## src/rtl/crc_engine.sv

```systemverilog
// -----------------------------------------------------------------------------
// crc_engine
//
// Purpose
//   Bit-serial, parameterisable CRC engine. Each accepted data word is absorbed
//   BPC bits per clock over N = DATA_W/BPC SHIFT cycles. A word marked in_last
//   closes the frame: the XOR_OUT-adjusted CRC is published on crc_out with a
//   one-cycle crc_valid pulse, and the running register is preset to INIT.
//
// Parameters
//   CRC_W     CRC register width (8..32)
//   POLY      generator polynomial, implicit x^CRC_W term omitted
//   INIT      register preset at frame start
//   XOR_OUT   value XORed into the final CRC
//   DATA_W    input word width
//   BPC       bits absorbed per clock (DATA_W is a multiple of BPC)
//   LSB_FIRST 0 = data fed MSB first, 1 = data fed LSB first
//
// Ports
//   clk        in   1       rising-edge clock
//   rst        in   1       synchronous, active-high reset
//   in_valid   in   1       word offered
//   in_ready   out  1       engine can accept a word (IDLE)
//   in_data    in   DATA_W  data word
//   in_sof     in   1       word is the first of a frame
//   in_last    in   1       word is the last of a frame
//   crc_out    out  CRC_W   final CRC of the last completed frame
//   crc_valid  out  1       one-cycle pulse marking a new crc_out
//   busy       out  1       high while in SHIFT
//
// Optional feature (macro CRC_CHECK_EN)
//   exp_crc    in   CRC_W   expected CRC, latched with the in_last word
//   crc_ok     out  1       registered with crc_valid: result == exp_crc
//   crc_err    out  1       one-cycle pulse with crc_valid on a mismatch
// -----------------------------------------------------------------------------
module crc_engine #(
    parameter int               CRC_W     = 8,
    parameter logic [CRC_W-1:0] POLY      = 8'h07,
    parameter logic [CRC_W-1:0] INIT      = 8'h00,
    parameter logic [CRC_W-1:0] XOR_OUT   = 8'h00,
    parameter int               DATA_W    = 8,
    parameter int               BPC       = 8,
    parameter bit               LSB_FIRST = 1'b0
) (
    input  logic              clk,
    input  logic              rst,
    input  logic              in_valid,
    output logic              in_ready,
    input  logic [DATA_W-1:0] in_data,
    input  logic              in_sof,
    input  logic              in_last,
    output logic [CRC_W-1:0]  crc_out,
    output logic              crc_valid,
    output logic              busy
`ifdef CRC_CHECK_EN
    ,
    input  logic [CRC_W-1:0]  exp_crc,
    output logic              crc_ok,
    output logic              crc_err
`endif
);

    // Number of SHIFT cycles needed to absorb one word.
    localparam int N     = DATA_W / BPC;
    localparam int CNT_W = $clog2(N + 1);

    typedef enum logic [0:0] {
        ST_IDLE  = 1'b0,
        ST_SHIFT = 1'b1
    } state_t;

    // Absorb one BPC-bit chunk into the CRC, one bit at a time, in the
    // configured bit order. The chunk is presented in its natural word order;
    // the order of bit consumption is decided here.
    function automatic logic [CRC_W-1:0] crc_absorb(
        input logic [CRC_W-1:0] crc_in,
        input logic [BPC-1:0]   chunk
    );
        logic [CRC_W-1:0] r;
        logic             b;
        logic             fb;
        r = crc_in;
        for (int i = 0; i < BPC; i++) begin
            if (LSB_FIRST) begin
                b = chunk[i];
            end else begin
                b = chunk[BPC-1-i];
            end
            fb = r[CRC_W-1] ^ b;
            r  = {r[CRC_W-2:0], 1'b0} ^ (fb ? POLY : {CRC_W{1'b0}});
        end
        return r;
    endfunction

    state_t              state_r;
    state_t              state_next_s;
    logic [CNT_W-1:0]    cnt_r;
    logic [DATA_W-1:0]   data_r;
    logic                last_r;
    logic [CRC_W-1:0]    crc_r;
    logic [CRC_W-1:0]    crc_out_r;
    logic                crc_valid_r;

    logic                accept_s;
    logic                done_s;
    logic [BPC-1:0]      chunk_s;
    logic [CRC_W-1:0]    crc_step_s;
    logic [CRC_W-1:0]    crc_final_s;

    assign accept_s    = in_valid && (state_r == ST_IDLE);
    assign done_s      = (state_r == ST_SHIFT) && (cnt_r == CNT_W'(1));
    assign crc_step_s  = crc_absorb(crc_r, chunk_s);
    assign crc_final_s = crc_step_s ^ XOR_OUT;

    assign in_ready  = (state_r == ST_IDLE);
    assign busy      = (state_r == ST_SHIFT);
    assign crc_out   = crc_out_r;
    assign crc_valid = crc_valid_r;

    // Select the chunk to absorb this cycle: the word is shifted so the next
    // chunk always sits at the end being consumed first.
    always_comb begin
        chunk_s = {BPC{1'b0}};
        if (LSB_FIRST) begin
            chunk_s = data_r[BPC-1:0];
        end else begin
            chunk_s = data_r[DATA_W-1 -: BPC];
        end
    end

    // Next-state logic for the IDLE/SHIFT controller.
    always_comb begin
        state_next_s = state_r;
        case (state_r)
            ST_IDLE: begin
                if (accept_s) begin
                    state_next_s = ST_SHIFT;
                end else begin
                    state_next_s = ST_IDLE;
                end
            end
            ST_SHIFT: begin
                if (done_s) begin
                    state_next_s = ST_IDLE;
                end else begin
                    state_next_s = ST_SHIFT;
                end
            end
            default: begin
                state_next_s = ST_IDLE;
            end
        endcase
    end

    // State register.
    always_ff @(posedge clk) begin
        if (rst) begin
            state_r <= ST_IDLE;
        end else begin
            state_r <= state_next_s;
        end
    end

    // Datapath: word capture, shift counter, running CRC and published result.
    always_ff @(posedge clk) begin
        if (rst) begin
            cnt_r       <= {CNT_W{1'b0}};
            data_r      <= {DATA_W{1'b0}};
            last_r      <= 1'b0;
            crc_r       <= INIT;
            crc_out_r   <= {CRC_W{1'b0}};
            crc_valid_r <= 1'b0;
        end else begin
            crc_valid_r <= 1'b0;
            if (accept_s) begin
                data_r <= in_data;
                last_r <= in_last;
                cnt_r  <= CNT_W'(N);
                // A start-of-frame discards any partial frame in progress.
                if (in_sof) begin
                    crc_r <= INIT;
                end
            end else if (state_r == ST_SHIFT) begin
                cnt_r <= cnt_r - CNT_W'(1);
                if (LSB_FIRST) begin
                    data_r <= data_r >> BPC;
                end else begin
                    data_r <= data_r << BPC;
                end
                if (done_s && last_r) begin
                    // Frame closes: publish and preset for the next frame.
                    crc_out_r   <= crc_final_s;
                    crc_valid_r <= 1'b1;
                    crc_r       <= INIT;
                end else begin
                    crc_r <= crc_step_s;
                end
            end
        end
    end

`ifdef CRC_CHECK_EN
    logic [CRC_W-1:0] exp_r;
    logic             crc_ok_r;
    logic             crc_err_r;
    logic             match_s;

    assign match_s = (crc_final_s == exp_r);
    assign crc_ok  = crc_ok_r;
    assign crc_err = crc_err_r;

    // Expected-CRC capture and result comparison, aligned with crc_valid.
    always_ff @(posedge clk) begin
        if (rst) begin
            exp_r     <= {CRC_W{1'b0}};
            crc_ok_r  <= 1'b0;
            crc_err_r <= 1'b0;
        end else begin
            crc_err_r <= 1'b0;
            if (accept_s && in_last) begin
                exp_r <= exp_crc;
            end
            if (done_s && last_r) begin
                crc_ok_r  <= match_s;
                crc_err_r <= !match_s;
            end
        end
    end
`endif

endmodule

```

## config.mk

```make
export PLATFORM = sky130hd
export DESIGN_NAME = crc_engine
export DESIGN_NICKNAME = d
export VERILOG_FILES = /design/src/rtl/crc_engine.sv
export SDC_FILE = /design/constraint.sdc
export NUM_CORES = 1
export LEC_CHECK = 0
export BUFFER_PORTS_ARGS = -buffer_cell sky130_fd_sc_hd__clkbuf_2
export CAP_MARGIN = 20
export CORE_UTILIZATION = 60
export CTS_BUF_LIST = sky130_fd_sc_hd__clkbuf_4 sky130_fd_sc_hd__clkbuf_8
export CTS_CLUSTER_DIAMETER = 30
export CTS_CLUSTER_SIZE = 24
export DETAILED_ROUTE_END_ITERATION = 10
export PLACE_DENSITY_LB_ADDON = 0.15
export SLEW_MARGIN = 25
export SYNTH_ARGS = -nofsm -noshare
export SYNTH_HDL_FRONTEND = slang
export SYNTH_SLANG_ARGS = --single-unit
```

## constraint.sdc

```tcl
create_clock -name clk -period 3.7 [get_ports clk]
set_input_delay 0.185 -clock clk [delete_from_list [all_inputs] [get_ports clk]]
set_output_delay 0.185 -clock clk [all_outputs]
set_load 0.02 [all_outputs]
```

==> impl_metrics.yaml <==
global_route:
  grt_remaining_overflow: 0
  antenna_found_initial: 0
  grt_pass1_wl_um: 3280
  first_global_vias: 750
  grt_max_degree: 22
  grt_use_total_pct: 22.2
finish:
  finalNetCount: 163
  area_growth_pct: 12.6
  drive_above_1_share_pct: 21.6
  fillCellCount: 143
  post-route-util_pct: 75.0
  antenna_cells: 0
worst_setup_path:
  max_stage_delay_ns: 0.54
  worstPathArrival_ns: 2.12
  r2r_cells: 5
  critPathKind: "flip-flop to flip-flop"
  startpoint_type: "flip-flop"
  ff2ff_setup_slack_ns: 1.85
  worstPathCellList: "xnor2_1, xnor3_2, xnor2_1, mux2_4, a21oi_2"
  crit_required_ns: 3.97
  cp_slowest_cell: "xnor3_2"
  end_kind: "flip-flop"
  worst-path-max-fanout: 4
  timing.rr.end: "crc_r[2]"
  path_buf_inv: 0
  crit_family: "XOR/XNOR gates"
  crit_end: "crc_r[2]"
  critical_path_depth: 5
  startpoint: "chunk_s[1]"
  reg2reg_from: "chunk_s[1]"
  critPathMostFrequentCell: "xnor2_1"
clock_network:
  cts_tree: "yes"
  ctsResizeCount: 0
  cts_buffers: 3
  cts_setup_buffers: 0
  cts_max_path_buffers: 2
  clkSinkCount: 28
  cts_htree_levels: 1
  cts-root-buf: "clkbuf_4"
  cts-hold-fix-buffers: 0
  insertion_delay_ns: 0.33
  clk_pin_slew_worst_paths_ns: 0.14
placement:
  gp_congestion: 0.842
  dp_hpwl_um: 1550
  portBuffers: 23
synth:
  synth_nets: 140
  synth_edf_count: 0
  synth_top_area_share_pct: 47.2
  ys_types: 21
  ys_top_cells_by_area: "dfxtp_1 47%, nor2_1 9.8%, xnor2_1 9.6%, mux2i_1 6.7%, a22oi_1 4.4%"
  synth-seq-area-share_pct: 47.2
  synth.avg_cell_area_um2: 9.35
  synthCells: 127
  yosysTopAreaCell: "dfxtp_1"
  synth_area_mm2: 0.00119
  synth_top_flop_cell: "dfxtp_1"
  async_flop_share_pct: 0
  yosysWarnings: 0
  ys_seq_elements: 28
detailed_routing:
  drtIter0Drc: 10
  vias_per_cell: 5.29
  drtAntennaViolNets: 0
  drc_errors: 0
  first_pass_iters: 4
  routed_wl_um: 2160
  routedWlPerCell_um: 12.5
  vias: 915
floorplanning:
  die_area_mm2: 0.00216
  die_h_um: 46.5
  fp-row-count: 15
  coreArea_mm2: 0.00178
  start_util_pct: 66.6
  die_width_um: 46.5
  io_pins: 24
timing:
  max_freq_mhz: 540
  slew_headroom_pct: 51.9
  slew_violations: 0
  clock_skew_ns: 0.000838
  hold_viol_final: 0
  fin_crit_sh_pct: 50.1
  tns_ns: 0
  setup_viol: 0
  period_minus_slack_ns: 1.85
  rsz0062_at_grt: "no"
  tightest_slew_ns: 0.722
pwr:
  irDropWorstVdd_v: 0.000260
  leakagePower_nw: 0.564
  p_per_area_mw_per_mm2: 476
run:
  maxCapViolations: 0
run_status:
  status: "finished, final reports clean"
hold_path:
  hold_path.class: "primary input to flip-flop"
==> worst reg2reg max path, cell delays in order (launching register included) <==
cell and delay (ns):
dfxtp_1 0.35, xnor2_1 0.26, xnor3_2 0.54, xnor2_1 0.20, mux2_4 0.32, a21oi_2 0.12
==> power by group <==
part / switching [mW] / internal, mW
logic: 0.0951 / 0.0801
clock network: 0.0866 / 0.0383
registers: 0.0163 / 0.320
==> layout make-up <==
class	count	area, um^2	area share (%)
clock buffer	3	22.5	1.68
inverter	1	3.75	0.281
tap	25	31.3	2.34
multi-input combinational	93	604	45.2
timing repair buffer	23	115	8.61
sequential	28	561	41.9
==> routing by layer <==
layer / vias up / global-route usage [%] / share of wire, %
met4: 0 / 12.4 / 2.4
met3: 8 / 5.49 / 4.3
li1: 465 / - / -
met5: - / 0 / 0
met1: 414 / 26.5 / 46
met2: 28 / 35.8 / 47
==> through the flow <==
stage | hold slack, ns | power, mW | area [um^2] | cells | setup slack, ns
after floorplan | 0.332 | 0.480 | 1190 | 127 | 2.01
after global placement | 0.419 | 0.511 | 1320 | 170 | 1.97
after detailed placement | 0.426 | 0.517 | 1320 | 170 | 1.93
after CTS | 0.0752 | 0.636 | 1340 | 173 | 1.86
after global routing | 0.0702 | 0.666 | 1340 | 173 | 1.78
final | 0.0701 | 0.637 | 1340 | 173 | 1.85
==> state kept, by name (all words and copies together), names as in the netlist <==
register	count
busy	1
last_r	1
cnt_r	1
crc_valid	1
crc_out	8
crc_r	8
chunk_s	8
==> kinds of logic (layout without fill, tap and decap cells) <==
kind of cell / count (synthesis) / count (layout) / synth area share [%]
DFF: 28 / 28 / 47.2
muxes: 9 / 9 / 8.01
xor gates and xnor gates: 21 / 21 / 17.4
AOI/OAI and AO/OA: 14 / 14 / 8.11
buffers and inverters: 6 / 27 / 1.90
and+or+nand+nor: 49 / 49 / 17.4
==> cell usage in the layout (no fill, tap or decap) <==
master and instances:
a21oi_2 1, nand2_1 4, a211oi_1 2, dfxtp_1 28
xnor2_2 1, nor3_1 8, clkbuf_4 3, nand3_1 2
mux2i_1 8, xnor2_1 13, nor2_1 31, a21oi_1 4
a22oi_1 7, clkbuf_2 23, or2_2 1, and3_1 1
nand2b_1 2, inv_2 1, mux2_4 1, xor2_1 6
xnor3_2 1
==> cells in the mapped netlist, drive strengths merged (2+ instances only) <==
| cell type | instances |
|---|---|
| nand3 | 2 |
| mux2i | 8 |
| dfxtp | 28 |
| a211oi | 2 |
| nand2 | 4 |
| xnor2 | 14 |
| a22oi | 7 |
| a21oi | 5 |
| clkbuf | 4 |
| xor2 | 6 |
| nor3 | 8 |
| nand2b | 2 |
| nor2 | 31 |
==> how the worst min path moves through the flow <==
stage,startpoint,to,slack (ns),cells past startpoint
global route,in_last,last_r,0.07,3
detailed placement,in_data[7],chunk_s[7],0.43,3
floorplan,in_last,last_r,0.33,2
CTS,in_last,last_r,0.08,3
finish,in_last,last_r,0.07,3
global placement,in_data[2],chunk_s[2],0.42,3
No activity file was read; power rests on OpenSTA's default activity.
